--- src/rtl/multicycle_ctrl.sv ---
// Multicycle RV32I control FSM: FETCH -> DECODE -> EXEC -> (MEM) -> (WB).
// Optional build macro ILLEGAL_TRAP_EN: illegal instructions park the FSM in TRAP.
module multicycle_ctrl (
    input  logic        i_clk,
    input  logic        i_reset,
    input  logic [31:0] instr,
    input  logic        BrEQ,
    input  logic        BrLT,
    output logic        PCSel,
    output logic        PCWen,
    output logic [3:0]  ImmSel,
    output logic        RegWen,
    output logic        BrUn,
    output logic        ASel,
    output logic        BSel,
    output logic [1:0]  ALU_op,
    output logic [3:0]  LoadType,
    output logic        LoadSigned,
    output logic        MemRW,
    output logic [1:0]  WBSel,
    output logic        LUI_Sel,
    output logic [2:0]  o_state,
    output logic        o_illegal
);

    typedef enum logic [2:0] {
        S_FETCH  = 3'd0,
        S_DECODE = 3'd1,
        S_EXEC   = 3'd2,
        S_MEM    = 3'd3,
        S_WB     = 3'd4,
        S_TRAP   = 3'd5
    } state_t;

    localparam logic [6:0] OPC_LOAD   = 7'b0000011;
    localparam logic [6:0] OPC_STORE  = 7'b0100011;
    localparam logic [6:0] OPC_OP     = 7'b0110011;
    localparam logic [6:0] OPC_OPIMM  = 7'b0010011;
    localparam logic [6:0] OPC_LUI    = 7'b0110111;
    localparam logic [6:0] OPC_AUIPC  = 7'b0010111;
    localparam logic [6:0] OPC_JAL    = 7'b1101111;
    localparam logic [6:0] OPC_JALR   = 7'b1100111;
    localparam logic [6:0] OPC_BRANCH = 7'b1100011;

    state_t      r_state;
    logic [31:0] r_ir;
    logic        r_illegal;

    logic [6:0]  w_opcode;
    logic [2:0]  w_funct3;
    logic [4:0]  w_rd;
    logic        w_is_load;
    logic        w_is_store;
    logic        w_is_branch;
    logic        w_is_jump;
    logic        w_known_op;
    logic        w_illegal;
    logic        w_br_taken;
    logic [3:0]  w_lsize;
    logic        w_in_body;
    logic        w_unused_ir;

    assign w_opcode    = r_ir[6:0];
    assign w_rd        = r_ir[11:7];
    assign w_funct3    = r_ir[14:12];
    assign w_unused_ir = ^r_ir[31:15];

    assign w_is_load   = (w_opcode == OPC_LOAD);
    assign w_is_store  = (w_opcode == OPC_STORE);
    assign w_is_branch = (w_opcode == OPC_BRANCH);
    assign w_is_jump   = (w_opcode == OPC_JAL) || (w_opcode == OPC_JALR);
    assign w_in_body   = (r_state == S_EXEC) || (r_state == S_MEM) || (r_state == S_WB);

    always_comb begin
        w_known_op = 1'b0;
        case (w_opcode)
            OPC_LOAD, OPC_STORE, OPC_OP, OPC_OPIMM, OPC_LUI,
            OPC_AUIPC, OPC_JAL, OPC_JALR, OPC_BRANCH: w_known_op = 1'b1;
            default:                                  w_known_op = 1'b0;
        endcase
    end

    assign w_illegal = !w_known_op ||
                       (w_is_load && ((w_funct3 == 3'b011) || (w_funct3 == 3'b110) ||
                                      (w_funct3 == 3'b111)));

    always_comb begin
        w_lsize = 4'b0000;
        case (w_funct3)
            3'b000, 3'b100: w_lsize = 4'b0001;
            3'b001, 3'b101: w_lsize = 4'b0011;
            3'b010:         w_lsize = 4'b1111;
            default:        w_lsize = 4'b0000;
        endcase
    end

    always_comb begin
        w_br_taken = 1'b0;
        case (w_funct3)
            3'b000:         w_br_taken = BrEQ;
            3'b001:         w_br_taken = !BrEQ;
            3'b100, 3'b110: w_br_taken = BrLT;
            3'b101, 3'b111: w_br_taken = !BrLT;
            default:        w_br_taken = 1'b0;
        endcase
    end

    always_ff @(posedge i_clk or negedge i_reset) begin
        if (!i_reset) begin
            r_state   <= S_FETCH;
            r_ir      <= '0;
            r_illegal <= 1'b0;
        end else begin
            case (r_state)
                S_FETCH:  r_state <= S_DECODE;
                S_DECODE: begin
                    r_ir    <= instr;
                    r_state <= S_EXEC;
                end
                S_EXEC: begin
                    if (w_illegal) begin
`ifdef ILLEGAL_TRAP_EN
                        r_state   <= S_TRAP;
                        r_illegal <= 1'b1;
`else
                        r_state   <= S_WB;
`endif
                    end else if (w_is_load || w_is_store) begin
                        r_state <= S_MEM;
                    end else if (w_is_branch) begin
                        r_state <= S_FETCH;
                    end else begin
                        r_state <= S_WB;
                    end
                end
                S_MEM:    r_state <= w_is_load ? S_WB : S_FETCH;
                S_WB:     r_state <= S_FETCH;
                S_TRAP:   r_state <= S_TRAP;
                default:  r_state <= S_FETCH;
            endcase
        end
    end

    // Outputs are decoded from the registered state and latched instruction, so reset
    // zeroes them at once and branch PCSel can follow the same-cycle compare flags.
    always_comb begin
        PCSel      = 1'b0;
        PCWen      = 1'b0;
        ImmSel     = 4'b0000;
        RegWen     = 1'b0;
        BrUn       = 1'b0;
        ASel       = 1'b0;
        BSel       = 1'b0;
        ALU_op     = 2'b00;
        LoadType   = 4'b0000;
        LoadSigned = 1'b0;
        MemRW      = 1'b0;
        WBSel      = 2'b00;
        LUI_Sel    = 1'b0;

        if (w_in_body && !w_illegal) begin
            case (w_opcode)
                OPC_OP: begin
                    ALU_op = 2'b01;
                    WBSel  = 2'b01;
                end
                OPC_OPIMM: begin
                    BSel   = 1'b1;
                    ALU_op = 2'b01;
                    WBSel  = 2'b01;
                end
                OPC_LUI: begin
                    ImmSel  = 4'b1000;
                    BSel    = 1'b1;
                    ALU_op  = 2'b10;
                    LUI_Sel = 1'b1;
                    WBSel   = 2'b01;
                end
                OPC_AUIPC: begin
                    ASel   = 1'b1;
                    BSel   = 1'b1;
                    ImmSel = 4'b1000;
                    WBSel  = 2'b01;
                end
                OPC_JAL: begin
                    ASel   = 1'b1;
                    BSel   = 1'b1;
                    ImmSel = 4'b0100;
                    WBSel  = 2'b10;
                end
                OPC_JALR: begin
                    BSel  = 1'b1;
                    WBSel = 2'b10;
                end
                OPC_BRANCH: begin
                    ASel   = 1'b1;
                    BSel   = 1'b1;
                    ImmSel = 4'b0010;
                    BrUn   = w_funct3[1];
                end
                OPC_LOAD: begin
                    BSel       = 1'b1;
                    LoadType   = w_lsize;
                    LoadSigned = !w_funct3[2];
                    WBSel      = 2'b00;
                end
                OPC_STORE: begin
                    BSel     = 1'b1;
                    ImmSel   = 4'b0001;
                    LoadType = w_lsize;
                end
                default: ;
            endcase
        end

        case (r_state)
            S_EXEC: begin
                if (w_is_branch) begin
                    PCWen = 1'b1;
                    PCSel = w_br_taken;
                end
            end
            S_MEM: begin
                if (w_is_store) begin
                    PCWen = 1'b1;
                    MemRW = 1'b1;
                end
            end
            S_WB: begin
                PCWen  = 1'b1;
                RegWen = !w_illegal && (w_rd != 5'd0);
                PCSel  = !w_illegal && w_is_jump;
            end
            default: ;
        endcase
    end

    assign o_state   = r_state;
    assign o_illegal = r_illegal;

endmodule

--- config.mk ---
export PLATFORM = sky130hd
export DESIGN_NAME = multicycle_ctrl
export DESIGN_NICKNAME = d
export VERILOG_FILES = /design/src/rtl/multicycle_ctrl.sv
export SDC_FILE = /design/constraint.sdc
export NUM_CORES = 1
export LEC_CHECK = 0
export ABC_AREA = 1
export CAP_MARGIN = 20
export CORE_MARGIN = 8
export CORE_UTILIZATION = 35
export CTS_CLUSTER_DIAMETER = 200
export DETAILED_ROUTE_END_ITERATION = 8
export GPL_TIMING_DRIVEN = 0
export PLACE_DENSITY = 0.71
export SKIP_CTS_REPAIR_TIMING = 1
export SLEW_MARGIN = 15
export SYNTH_ARGS = -nofsm -noshare
export SYNTH_HDL_FRONTEND = slang
export SYNTH_SLANG_ARGS = --single-unit
--- constraint.sdc ---
create_clock -name i_clk -period 4.7 [get_ports i_clk]
set_input_delay 0.705 -clock i_clk [delete_from_list [all_inputs] [get_ports i_clk]]
set_output_delay 0.705 -clock i_clk [all_outputs]
set_load 0.03 [all_outputs]
# Word-level counts from Yosys, hierarchy flattened
# Cells that the tools add are included.
[classes]
eq_ne = 21
mux = 33
reduce_logical = 31
[op_table]
columns = ["op", "n"]
rows = [
  ["$eq 7x6->1 const B", 3],
  ["$eq 7x7->1 const B", 3],
  ["$eq 3x3->1 const B", 6],
  ["$mux 1", 16],
  ["$pmux 4 s4", 1],
  ["$reduce_or 2->1", 8],
  ["$pmux 3 s5", 1],
  ["$eq 7x5->1 const B", 2],
  ["$eq 3x2->1 const B", 4],
  ["$mux 3", 4],
  ["$mux 4", 3],
  ["$pmux 4 s3", 1],
  ["$reduce_or 9->1", 1],
  ["$pmux 2 s2", 2],
  ["$reduce_or 8->1", 1],
  ["$eq 7x2->1 const B", 1],
  ["$logic_or 1x1->1", 7],
  ["$eq 3x1->1 const B", 2],
  ["$logic_not 3->1", 2],
  ["$logic_not 1->1", 5],
  ["$reduce_bool 5->1", 1],
  ["$logic_and 1x1->1", 4],
  ["$mux 2", 2],
  ["$pmux 1 s4", 1],
  ["4 further kinds", 4],
]
[totals]
reg_bits = 18
output_inout_bits = 25

# Logic depth before layout (Yosys ltp)
[depth]
word_depth = 8
depth_mapped = 12

# Worst setup path before layout
# No wires, ideal clock.
[synth_path]
kind = "register to output"
from = "register r_state[1] (netlist: o_state[1])"
to = "output PCWen"
t_arrival_ps = 1935
t_required_ps = 3995
slack_ps = 2060
stages_incl_launch_ff = 6
n_path_buf = 0
path_cell_list = "dfrtp_1 > inv_1 > nor2_1 > inv_1 > nor3_1 > nand3b_1"
[synth_between]
elab_chain_len = 2
elab_cells_between_ends = 4
classes_between = "eq/ne: 3; mux: 1"
[synth_lines]
columns = ["element", "line", "source"]
rows = [
  ["from (decl)", "45", "state_t r_state;"],
  ["from (signal assigned)", "136", "S_MEM: r_state <= w_is_load ? S_WB : S_FETCH;"],
  ["$eq 3x3->1 / $eq 3x2->1 (equally long branches)", "216", "case (r_state)"],
  ["$pmux 1 s3 (*)", "216", ""],
  ["to (decl)", "10", "output logic PCWen,"],
]
# Mark *: on every way between the ends. The rest lies on a longest branch, timed or not.

# Worst setup path after layout
[layout_path]
from = "register r_ir[3]"
to = "output LoadType[3]"
[layout_between]
elab_chain_len = 8
elab_cells_between_ends = 19
classes_between = "eq/ne: 9; mux: 3; reduce/logical: 7"
[layout_lines]
columns = ["element", "line", "source"]
rows = [
  ["from (decl)", "46", "logic [31:0] r_ir;"],
  ["from (signal assigned)", "117", "r_ir <= instr;"],
  ["$eq 7x2->1 (tied with other cells)", "68, 76, 162", ""],
  ["$reduce_or 9->1", "76", "case (w_opcode)"],
  ["$mux 1", "76", ""],
  ["$logic_not 1->1", "83", "assign w_illegal = !w_known_op ||"],
  ["$logic_or 1x1->1", "83", ""],
  ["$logic_not 1->1", "161", "if (w_in_body && !w_illegal) begin"],
  ["$logic_and 1x1->1", "161", ""],
  ["$mux 4 (*)", "161", ""],
  ["to (decl)", "17", "output logic [3:0] LoadType,"],
]
# Marks and branches as above.

==> results.cfg <==
[outcome]
outcome = finished, final reports clean

[setup_path]
cp_slowest_cell = clkdlybuf4s50_1
cp.required_ns = 3.99
reg2reg_slack_ns = 3.25
critPathCaptureType = output pin
arrival_ns = 2.41
path_class = reg2out
cp.buffers_inverters = 5
critPathLaunchType = register
critPathMaxStageDelay_ns = 0.65
path_max_fanout = 5
crit_family = buffers and inverters
path_cells = inv_2, nand2_2, nor2_4, inv_2, nor2_4, nand2_1, nand3_4, nand2_4, inv_4, nand2_1, nor2_1, buf_4, clkdlybuf4s50_1

[sta]
relSlewSlack = 0.501
finalWorstPathRequiredPeriod_ns = 3.12
fin_tns_setup_ns = 0
rsz0062_at_grt = no
fin_crit_sh = 0.664
finalMaxSlewViolations = 0
setup_slack_ns = 1.58
worstMarginPinSlew_ns = 0.747
skew_ns = 0.000760
finalSetupViolCount = 0
timing_hold_violations_final = 0
clock.fmax_ghz = 0.321

[placed_design]
io_buffers = 42
dp_hpwl_um = 2370
globalplace.congestion = 0.852
pre_cts_ws_ns = 1.64

[yosys]
netlist_instances = 154
synth_top_family_by_area = simple AND/OR/NAND/NOR gates
synth_flop_cell = dfrtp_1
synth_top_area_frac = 0.367
netlist_area_mm2 = 0.00123
synth_edf_count = 0
synthArstFlopShare = 1.00
avgSynthCellArea_um2 = 7.97
yosysWarnings = 1
synthAdderAreaFrac = 0
ys_top_cells_by_count = nor2_1 (19), dfrtp_1 (18), inv_1 (18)
yosys.area_share.simple = 0.355
yosysUniqueCellTypes = 31
synth_compound_area_frac = 0.0826
syn_nets = 190
yosysTopAreaCell = dfrtp_1
synth_area_leaders = dfrtp_1 (37%), mux2_2 (6.4%), nor2_2 (6.1%)
synthXorXnorAreaFrac = 0.00714
ys_seq_area_frac = 0.367
synthMuxAreaShare = 0.0734
ys_ff_latch = 18
yosysMostFrequentCell = nor2_1

[global_routing]
first_global_vias = 1091
grt_max_degree = 19
grt-ovfl-total = 0
grt_pass1_wl_um = 4510
antenna_found_initial = 0
grt_usage = 0.102

[detailed_routing]
final_antenna_net_count = 0
first_pass_iters = 4
vias = 1088
drc = 0
via_per_inst = 4.42
wl_per_cell_um = 11.2
drtIter0Drc = 39
routed_wl_um = 2750

[layout]
fillers = 364
area_growth_syn_to_layout_pct = 41.9
multi_input_comb_area_um2 = 639
fin_nets = 237
register_area_um2 = 450
drive_gt1_frac = 0.240
antennaDiodeCount = 0

[run]
maxCapViolCount = 0

[clock_network]
root_buffer = clkbuf_4
clock_latency_ns = 0.29
cts.sinks = 18
htree_levels = 1
numCtsBuffers = 3
clkTransAtPathRegs_ns = 0.09
cts_tree = done
cts_buffer_depth = 2

[floorplan]
die_y_um = 75.2
dieArea_mm2 = 0.00566
rows = 21
coreArea_mm2 = 0.00336
initial_utilization = 0.365
boundaryPins = 61
dieWidth_um = 75.2

[power_and_ir_drop]
p_per_area_mw_per_mm2 = 475
peakVddDrop_mv = 0.328
leakage_uw = 0.000767

[hold_path]
hold_path_class = reg2reg
## cell usage in the layout (no fill, tap or decap), drive strengths merged
master	synthesis	final
clkbuf	1	5
inv	26	26
a32oi	1	1
o22ai	1	1
nand3	8	8
o31a	1	1
dfrtp	18	18
mux2	8	8
nor3	4	4
nand2	25	25
nor3b	1	1
conb	1	1
nand3b	1	1
nor2	33	33
buf	4	4
o21ai	3	3
nand4	5	5
a21oi	11	11
o211ai	1	1
clkdlybuf4s50	0	42
xnor2	1	1
## worst register-to-register path, cell delays in order (launching register included)
cell and delay [ns]:
dfrtp_1 0.41, inv_2 0.07, nand2_2 0.06, nor2_4 0.14, nand4_1 0.19, o21ai_0 0.21
nand4_1 0.19, nand3_1 0.11
## kinds of logic after synthesis
| family | count (synthesis) |
|---|---|
| xor gates and xnor gates | 1 |
| muxes | 8 |
| AOI/OAI and AO/OA | 18 |
| DFF | 18 |
| and+or+nand+nor | 77 |
| other | 1 |
| buffers and inverters | 31 |
## routing by layer
layer | vias to the layer above | wire (um) | GRT usage
met4 | 0 | 59 | 0.0640
met2 | 30 | 1200 | 0.163
met3 | 4 | 260 | 0.0280
met1 | 470 | 1230 | 0.119
met5 | - | 0 | 0
li1 | 584 | - | -
## worst paths after layout
path                                startpoint                   end  depth (start not counted)
min                        r_ir[9]$_DFFE_PN0N_   r_ir[9]$_DFFE_PN0N_                          1
max reg2reg                r_ir[3]$_DFFE_PN0N_  o_state[0]$_DFF_PN0_                          7
min in group asynchronous              i_reset   r_ir[2]$_DFFE_PN0N_                          1
max                        r_ir[3]$_DFFE_PN0N_           LoadType[3]                         13
max in group asynchronous              i_reset   r_ir[8]$_DFFE_PN0N_                          1
min reg2reg                r_ir[9]$_DFFE_PN0N_   r_ir[9]$_DFFE_PN0N_                          1
## sequential cells by signal (all words and copies together), names as in the netlist
name / flops
r_ir: 15
o_state: 3
## power breakdown
group          switching [uW]  total, uW  internal, uW
Combinational             258        435           177
Clock                    44.5       91.7          47.2
Sequential               66.8        301           234
Total                     369        828           459
## cell type report
| class | count | area share |
|---|---|---|
| Multi-Input combinational cell | 105 | 0.367 |
| Sequential cell | 18 | 0.259 |
| Timing Repair Buffer | 42 | 0.241 |
| Inverter | 26 | 0.0575 |
| Tap cell | 46 | 0.0330 |
| Buffer | 5 | 0.0216 |
| Clock buffer | 4 | 0.0208 |
## stage by stage
stage          hold WS, ns  total power (uW)  instance area (um^2)   util  cells
2_1_floorplan        0.409               632                  1230      -    154
3_3_place_gp         0.490               738                  1710  0.507    242
3_5_place_dp         0.496               744                  1710  0.507    242
4_1_cts              0.518               837                  1740  0.518    246
5_1_grt              0.527               902                  1740  0.518    246
6_report             0.514               828                  1740  0.518    246
Note: power is estimated with default switching activity, not from simulation.
